## config.mk

```make
export PLATFORM = sky130hd
export DESIGN_NAME = bias_accum_out
export DESIGN_NICKNAME = d
export VERILOG_FILES = /design/src/rtl/bias_accum_out_pkg.sv /design/src/rtl/bias_accum_out_sat_add_lane.sv /design/src/rtl/bias_accum_out.sv
export SDC_FILE = /design/constraint.sdc
export NUM_CORES = 2
export LEC_CHECK = 0
export ABC_CLOCK_PERIOD_IN_PS = 6100
export BUFFER_PORTS_ARGS = -buffer_cell sky130_fd_sc_hd__buf_2
export CORE_AREA = 10 10 330 332
export DETAILED_ROUTE_END_ITERATION = 12
export DIE_AREA = 0 0 340 342
export MAX_ROUTING_LAYER = met4
export SYNTH_ARGS = -nofsm -noshare
export SYNTH_HDL_FRONTEND = slang
export SYNTH_SLANG_ARGS = --single-unit
```

## constraint.sdc

```tcl
create_clock -name clk -period 6.1 [get_ports clk]
set_input_delay 0.915 -clock clk [delete_from_list [all_inputs] [get_ports clk]]
set_output_delay 0.915 -clock clk [all_outputs]
set_load 0.02 [all_outputs]
```

## src/rtl/bias_accum_out_pkg.sv

```systemverilog
// Shared lane geometry and saturation limits for the bias/accumulate output stage.
package bias_accum_out_pkg;

    localparam int LANE_W  = 18;
    localparam int N_LANES = 16;

    localparam logic [LANE_W-1:0] SAT_MAX = 18'h1FFFF;
    localparam logic [LANE_W-1:0] SAT_MIN = 18'h20000;

    function automatic int lane_lo(input int lane, input int w);
        return lane * w;
    endfunction

    function automatic int lane_hi(input int lane, input int w);
        return lane * w + w - 1;
    endfunction

endpackage

```

## src/rtl/bias_accum_out_sat_add_lane.sv

```systemverilog
// One lane of W-bit signed saturating addition; ovf flags either clamp.
module sat_add_lane
    import bias_accum_out_pkg::*;
#(
    parameter int W = LANE_W
) (
    input  logic signed [W-1:0] a,
    input  logic signed [W-1:0] b,
    output logic signed [W-1:0] y,
    output logic                ovf
);

    logic signed [W:0] sum_p0;

    // Top two bits of the widened sum disagree exactly when the W-bit result overflows.
    function automatic logic signed [W-1:0] sat(input logic signed [W:0] s);
        if (s[W] != s[W-1])
            return s[W] ? {1'b1, {(W-1){1'b0}}} : {1'b0, {(W-1){1'b1}}};
        return s[W-1:0];
    endfunction

    assign sum_p0 = {a[W-1], a} + {b[W-1], b};
    assign y      = sat(sum_p0);
    assign ovf    = sum_p0[W] ^ sum_p0[W-1];

endmodule

```

## src/rtl/bias_accum_out.sv

```systemverilog
// Folds bias into the first pass, accumulates later passes with saturation,
// applies optional ReLU and hands the finished vector downstream via valid/ready.
module bias_accum_out
    import bias_accum_out_pkg::*;
#(
    parameter int N_adder_tree = N_LANES,
    parameter int W            = LANE_W,
    parameter int CNT_W        = 8
) (
    input  logic                      clk,
    input  logic                      rst_n,
    input  logic [N_adder_tree*W-1:0] bias_in,
    input  logic                      relu_en,
    input  logic [N_adder_tree*W-1:0] psum_in,
    input  logic                      psum_valid,
    input  logic                      psum_last,
    output logic                      psum_ready,
    output logic [N_adder_tree*W-1:0] out_data,
    output logic                      out_valid,
    input  logic                      out_ready,
    output logic [CNT_W-1:0]          pass_cnt,
    output logic                      sat_flag
);

    logic [N_adder_tree*W-1:0] acc_p1;
    logic                      first_p1;
    logic [N_adder_tree*W-1:0] sum_p0;
    logic [N_adder_tree*W-1:0] res_p0;
    logic [N_adder_tree-1:0]   ovf_p0;
    logic                      accept_p0;

    assign psum_ready = !(out_valid && !out_ready);
    assign accept_p0  = psum_valid && psum_ready;

    // Stage p0: per-lane operand select, saturating add, ReLU
    for (genvar i = 0; i < N_adder_tree; i++) begin : g_lane
        logic signed [W-1:0] opa;
        logic signed [W-1:0] psum;
        logic signed [W-1:0] sum;
        logic                ovf;

        assign opa  = first_p1 ? bias_in[lane_lo(i, W) +: W] : acc_p1[lane_lo(i, W) +: W];
        assign psum = psum_in[lane_lo(i, W) +: W];

        sat_add_lane #(.W(W)) u_add (
            .a   (opa),
            .b   (psum),
            .y   (sum),
            .ovf (ovf)
        );

        assign sum_p0[lane_hi(i, W):lane_lo(i, W)] = sum;
        assign res_p0[lane_hi(i, W):lane_lo(i, W)] = (relu_en && sum[W-1]) ? '0 : sum;
        assign ovf_p0[i] = ovf;
    end

    // Stage p1: accumulator, pass tracking and output register
    always_ff @(posedge clk or negedge rst_n) begin
        if (!rst_n) begin
            acc_p1    <= '0;
            first_p1  <= 1'b1;
            pass_cnt  <= '0;
            out_data  <= '0;
            out_valid <= 1'b0;
            sat_flag  <= 1'b0;
        end else begin
            if (accept_p0) begin
                acc_p1   <= sum_p0;
                sat_flag <= sat_flag | (|ovf_p0);
                if (psum_last) begin
                    first_p1  <= 1'b1;
                    pass_cnt  <= '0;
                    out_data  <= res_p0;
                    out_valid <= 1'b1;
                end else begin
                    first_p1 <= 1'b0;
                    pass_cnt <= pass_cnt + 1'b1;
                    if (out_valid && out_ready)
                        out_valid <= 1'b0;
                end
            end else if (out_valid && out_ready) begin
                out_valid <= 1'b0;
            end
        end
    end

endmodule

```

======== Yosys cells after proc, flatten, opt, wreduce, memory -nomap -nowiden ========
Index checks and enable logic that the tools add are counted.
storage, ports and cells
  output and inout bits ................... 299
  input bits .............................. 582
  word-level logic and storage cells ...... 180
  register bits after elaboration ......... 587
cells by class
  eq/ne operators ......................... 16
  add/sub/neg operators ................... 17
  reduce and logical (&&, ||, !) cells .... 23
  bitwise operators ....................... 17
  muxes and demuxes ....................... 101
operators by type and width
  kind                                                            number
  18-bit two-way mux                                              80
  18-bit by 18-bit adder with 19-bit output                       16
  1-bit two-way mux                                               20
  1-bit logical AND                                               19
  1-bit != test                                                   16
  16-bit OR reduction                                             1
  1-bit bitwise XOR                                               16
  8-bit by 1-bit adder with 8-bit output (second input constant)  1
  8-bit two-way mux                                               1
  1-bit logical NOT                                               2
  2-bit AND reduction                                             1
  1-bit OR                                                        1

======== Logic depth before layout (Yosys ltp) ========
  depth after elaboration ................. 7
  depth in mapped cells ................... 20
  mapped depth without buffers ............ 15

======== Hierarchy ========
Synthesis repeated with hierarchy kept, for this count alone.
second synthesis, totals
  cells, all modules ...................... 4081
  area total of the unflattened synthesis .. 42433.2 µm²
by module, submodules not included
  module                               seq. area each (µm²)  area each (µm²)  cells an instance  instances
  bias_accum_out                       14690.3               25111.6          1666               1
  sat_add_lane (g_lane[10].u_add ...)  0.0                   1084.8           151                15
  sat_add_lane (g_lane[0].u_add)       0.0                   1049.8           150                1

======== Worst setup path after synthesis ========
Ideal clock, no wire load.
  path kind ............................... reg2reg
  from .................................... register first_p1
  to ...................................... register sat_flag
  arrival ................................. 4.783 ns
  cell stages (with the launch flop) ...... 18
  path buffers ............................ 3
  data required time ...................... 5.974 ns
  slack ................................... 1.191 ns
  period minus slack after synthesis ...... 4.909 ns
  setup time .............................. 0.126 ns
  cell sequence ........................... dfstp_2 > clkbuf_1 > buf_1 > clkbuf_1 > mux2i_1 > inv_1 > ha_1 > a21oi_1 > nor2b_1 > a311o_1 > a311o_1 > a221o_1 > a21boi_2 > a211oi_1 > a311o_1 > a2111oi_2 > nand4_1 > o32a_1
between the ends
  longest elaborated chain between the ends .. 5
  elaborated cells between the ends (all ways) .. 50
  classes of those cells .................. 16 x add/sub; 16 x mux; 17 x bitwise; 1 x reduce/logical
RTL lines
  element                                    line                               source
  start, declared                            bias_accum_out.sv:26               logic first_p1;
  start signal, assigned                     bias_accum_out.sv:61               first_p1 <= 1'b1;
  start signal, assigned                     bias_accum_out.sv:71               first_p1 <= 1'b1;
  start signal, assigned                     bias_accum_out.sv:76               first_p1 <= 1'b0;
  18-bit two-way mux                         bias_accum_out.sv:42               assign opa = first_p1 ? bias_in[lane_lo(i, W) +: W] : acc_p1[lane_lo(i, W) +: W];
  18-bit by 18-bit adder with 19-bit output  bias_accum_out_sat_add_lane.sv:22  assign sum_p0 = {a[W-1], a} + {b[W-1], b};
  1-bit bitwise XOR                          bias_accum_out_sat_add_lane.sv:24  assign ovf = sum_p0[W] ^ sum_p0[W-1];
  16-bit OR reduction (*)                    bias_accum_out.sv:69               sat_flag <= sat_flag | (|ovf_p0);
  1-bit OR (*)                               bias_accum_out.sv:69
  end signal, assigned                       bias_accum_out.sv:69
  end, declared                              bias_accum_out.sv:22               output logic sat_flag
Mark *: on every way between the ends. The rest lies on a longest branch, timed or not.
A chain may end at the register's enable or synchronous reset.

======== Final worst setup path ========
Same ends and word-level chain as after synthesis.

==> results by group <==
Run status
  • Status: finished clean

Routing
  • TritonRoute pass-1 iters: 6
  • DR WL met3: between 10 and 15 mm
  • Residual DRC count: 0
  • WL final: ~170 mm
  • WL met2: slightly above 80 mm
  • Vias: between 40000 and 50000
  • Via-to-Cell Ratio: 5.57
  • DR iter-0 viols: 2660
  • Post-DRT Antenna Nets: 0
  • Drt wl/cell: ~23 µm
  • Wl on met1: 71.4 mm
  • Max layer used: met4

Synth
  • XOR/XNOR Fraction of Synth Area: 0.0517
  • Synth cell types: between 70 and 80
  • Ys Warns: 0
  • Yosys reg bits: 587
  • Synth Area in Simple Gates: 0.144
  • Async set or reset register ratio after synthesis: 1.00
  • Synth Area in Compound Gates: 0.247
  • Post-Syn Area: roughly 43000 µm²
  • Sequential cell area fraction in the yosys report: 0.345
  • Post-Synth Adder-Cell Area: 0.0982
  • Post-synthesis average cell area: 8.28 µm²
  • Mux cell area share after synthesis: 0.0789
  • Main combinational cell family by area after synthesis: compound AO/OA/AOI/OAI gates
  • Post-Synthesis Cells: ~5000
  • Syn nets: between 6000 and 7000
  • Post-synth EDFFs: 0
  • Dominant synthesized flop cell: dfrtp_1

Die
  • Initial Util: 0.415
  • Top Ports: 881
  • Die area: roughly 120000 µm²
  • Core Area: 103000 µm²
  • Chip height: roughly 340 µm
  • Site Rows: 118
  • Die Span X: 340 µm

Timing
  • Count of final setup violators: 0
  • Final worst path period share: 0.851
  • Worst slew pin tran: about 1.3 ns
  • RSZ-0062 raised after global routing: false
  • Setup ws final: 0.910 ns
  • Slew headroom: 0.116
  • Final min period: around 5.2 ns
  • Max-slew violation count: 0
  • Final hold violation count: 0
  • Max Freq: 193 MHz
  • Worst Clk Skew: roughly 0.024 ns
  • Setup tns final: 0 ns

Placement
  • Placed cells: 7209
  • Dpl ws: between 0.9 and 1 ns
  • Port buffer count: 880
  • RD Place Congestion: around 0.95
  • Hpwl dp: between 100 and 150 mm

Clocking
  • Resize count post-CTS: 0
  • Clock latency on the worst-skew pair: 0.64 ns
  • Postcts setup bufs: 0
  • Root Buffer: clkbuf_16
  • Cts bufs inserted: 75
  • Clock Path Buffers: 3
  • Clock H-tree levels: 3
  • CTS sink count: roughly 590
  • CTS tree: done
  • Hold buffers post-CTS: 0
  • Clock Pin Slew Worst Setup and Hold Paths: roughly 0.060 ns

Final layout
  • Fraction of layout cells with a size suffix above 1: 0.238
  • Area growth, synth to finish: 20.7%
  • Non-filler cells in the finished layout: roughly 7400
  • FILL cells: ~10000
  • Final nets: ~6800
  • Multi-input gate area: roughly 27000 µm²
  • Seq. cell area: between 10000 and 15000 µm²

Power and ir drop
  • Pwr Density: ~600 nW/µm²
  • Lkg Pwr: approximately 24 nW
  • Maximum VDD drop: approximately 0.28 mV

Worst setup path
  • Critical Path End Type: register
  • Crit-path max FO: 40
  • CP Launch Type: register
  • Critical path type: register to register
  • WP data required: roughly 6.6 ns
  • Reg-to-reg slack, setup: slightly above 0.9 ns
  • Arr. time, crit path: approximately 5.7 ns

GRT
  • Total Routing Usage GR: 0.290
  • Total grt overflow: 0
  • First-pass GRT wire length: approximately 250 mm
  • Vias in the first global route: between 40000 and 50000
  • Antenna violations before repair: 55
  • Largest net degree at the start of global routing: around 180

Hold path
  • Hold Crit Class: primary input to async pin

Flow run
  • Max cap viols: 0
## registers in the layout, indices dropped and copies added (netlist names)
register   flops
acc_p1       288
first_p1       1
out_data     288
pass_cnt       8
out_valid      1
sat_flag       1
## cells in the mapped netlist, drive strengths merged (5+ instances only)
cell type	n	area share
nand2	817	0.072
o21ai	767	0.090
dfrtp	586	0.34
a21oi	463	0.054
nor2	426	0.038
ha	289	0.085
mux2	282	0.075
clkbuf	261	0.023
xnor2	143	0.029
a21o	121	0.021
inv	115	0.010
xor2	108	0.022
o31ai	73	0.013
a31oi	57	0.0084
nand2b	50	0.0074
nand3	46	0.0054
o211ai	42	0.0074
nor2b	38	0.0056
a211oi	36	0.0064
o21a	35	0.0062
o21bai	35	0.0062
a22o	31	0.0064
nor3	28	0.0033
maj3	24	0.0056
a221oi	22	0.0045
buf	20	0.0019
mux2i	18	0.0042
and3	17	0.0025
fa	16	0.0075
and2	15	0.0022
a21boi	14	0.0026
o31a	14	0.0029
nand4	13	0.0019
or3	12	0.0018
a31o	10	0.0021
a211o	8	0.0016
a41oi	7	0.0014
o2111ai	7	0.0014
a2111oi	6	0.0015
or2	6	0.00088
a311o	5	0.0012
nor3b	5	0.00088
o22a	5	0.0010
## logic make-up (layout without fill, tap and decap cells)
family                   count (synthesis)  count (layout)
AO/OA/AOI/OAI                         1788            1788
XOR/XNOR                               251             251
adder cells (fa/ha/maj)                329             329
buffers and inverters                  397            1223
flip-flops                             587             587
multiplexers                           300             300
other                                    0              43
AND/OR/NAND/NOR                       1487            1487
## through the flow
step | total power [mW] | utilization | area (µm²) | hold WS (ns)
global placement | 25.4 | 0.474 | 48600 | 0.446
floorplan | 19.8 | - | 42500 | 0.435
global route | 33.1 | 0.500 | 51300 | 0.308
detailed placement | 25.6 | 0.474 | 48600 | 0.452
finish | 30.5 | 0.500 | 51400 | 0.280
CTS | 30.6 | 0.499 | 51200 | 0.286
## placed cells by master (no fill, tap or decap), types with 36 or more instances in the layout
| master | synthesis | routed |
|---|---|---|
| buf_4 | 0 | 79 |
| inv_1 | 114 | 114 |
| buf_2 | 3 | 878 |
| mux2_2 | 282 | 282 |
| nand3_1 | 46 | 46 |
| nor2b_1 | 38 | 38 |
| clkbuf_16 | 0 | 81 |
| o211ai_1 | 42 | 42 |
| nand2_1 | 817 | 814 |
| o21ai_0 | 731 | 731 |
| xnor2_1 | 143 | 137 |
| nand2b_1 | 50 | 50 |
| a31oi_1 | 57 | 57 |
| o21ai_1 | 36 | 36 |
| a21oi_1 | 463 | 461 |
| diode_2 | 0 | 43 |
| a21o_1 | 121 | 121 |
| xor2_1 | 108 | 103 |
| o31ai_1 | 73 | 71 |
| nor2_1 | 426 | 426 |
| ha_1 | 289 | 289 |
| dfrtp_1 | 586 | 586 |
## power breakdown
part	switching, mW	leakage [nW]	internal [mW]
Clock	1.87	1.28	2.93
Sequential	1.26	7.06	5.80
Combinational	11.7	15.8	6.91
Total	14.8	24.1	15.6
## path summary, 6_finish.rpt
check,start,endpoint,cells past startpoint
worst max-delay path,first_p1,sat_flag,17
worst min-delay path,rst_n,acc_p1[199],1
worst max register to register,first_p1,sat_flag,17
worst min register to register,acc_p1[124],acc_p1[124],2
max in group asynchronous,rst_n,acc_p1[65],2
min in group clk,acc_p1[124],acc_p1[124],2
## routing by layer
| metal | vias up | track usage |
|---|---|---|
| met5 | - | - |
| met2 | 1354 | 0.467 |
| met3 | 263 | 0.0657 |
| met4 | 0 | 0.105 |
| li1 | 19900 | - |
| met1 | 19700 | 0.353 |
## worst max-delay path, cell delays in order (launching register included)
cell and delay, ns:
dfstp_4 0.84, buf_12 0.29, buf_4 0.27, mux2i_1 0.27, inv_1 0.08, ha_1 0.28
a21o_1 0.18, a21oi_1 0.22, nor2b_1 0.10, a2bb2oi_1 0.26, a211oi_1 0.16, a221oi_1 0.44
xnor2_1 0.26, nor2_1 0.29, nor4_1 0.49, buf_4 0.18, nand4_1 0.07, o32a_1 0.35
## final cells by class
class	instances	area share
clock buffer	111	0.0438
clock inverter	25	0.00716
tap	1380	0.0336
timing repair buffer	971	0.102
inverter	116	0.00850
multi-input combinational	4155	0.516
sequential	587	0.286
antenna	43	0.00210
(Power assumes the default switching activity.)
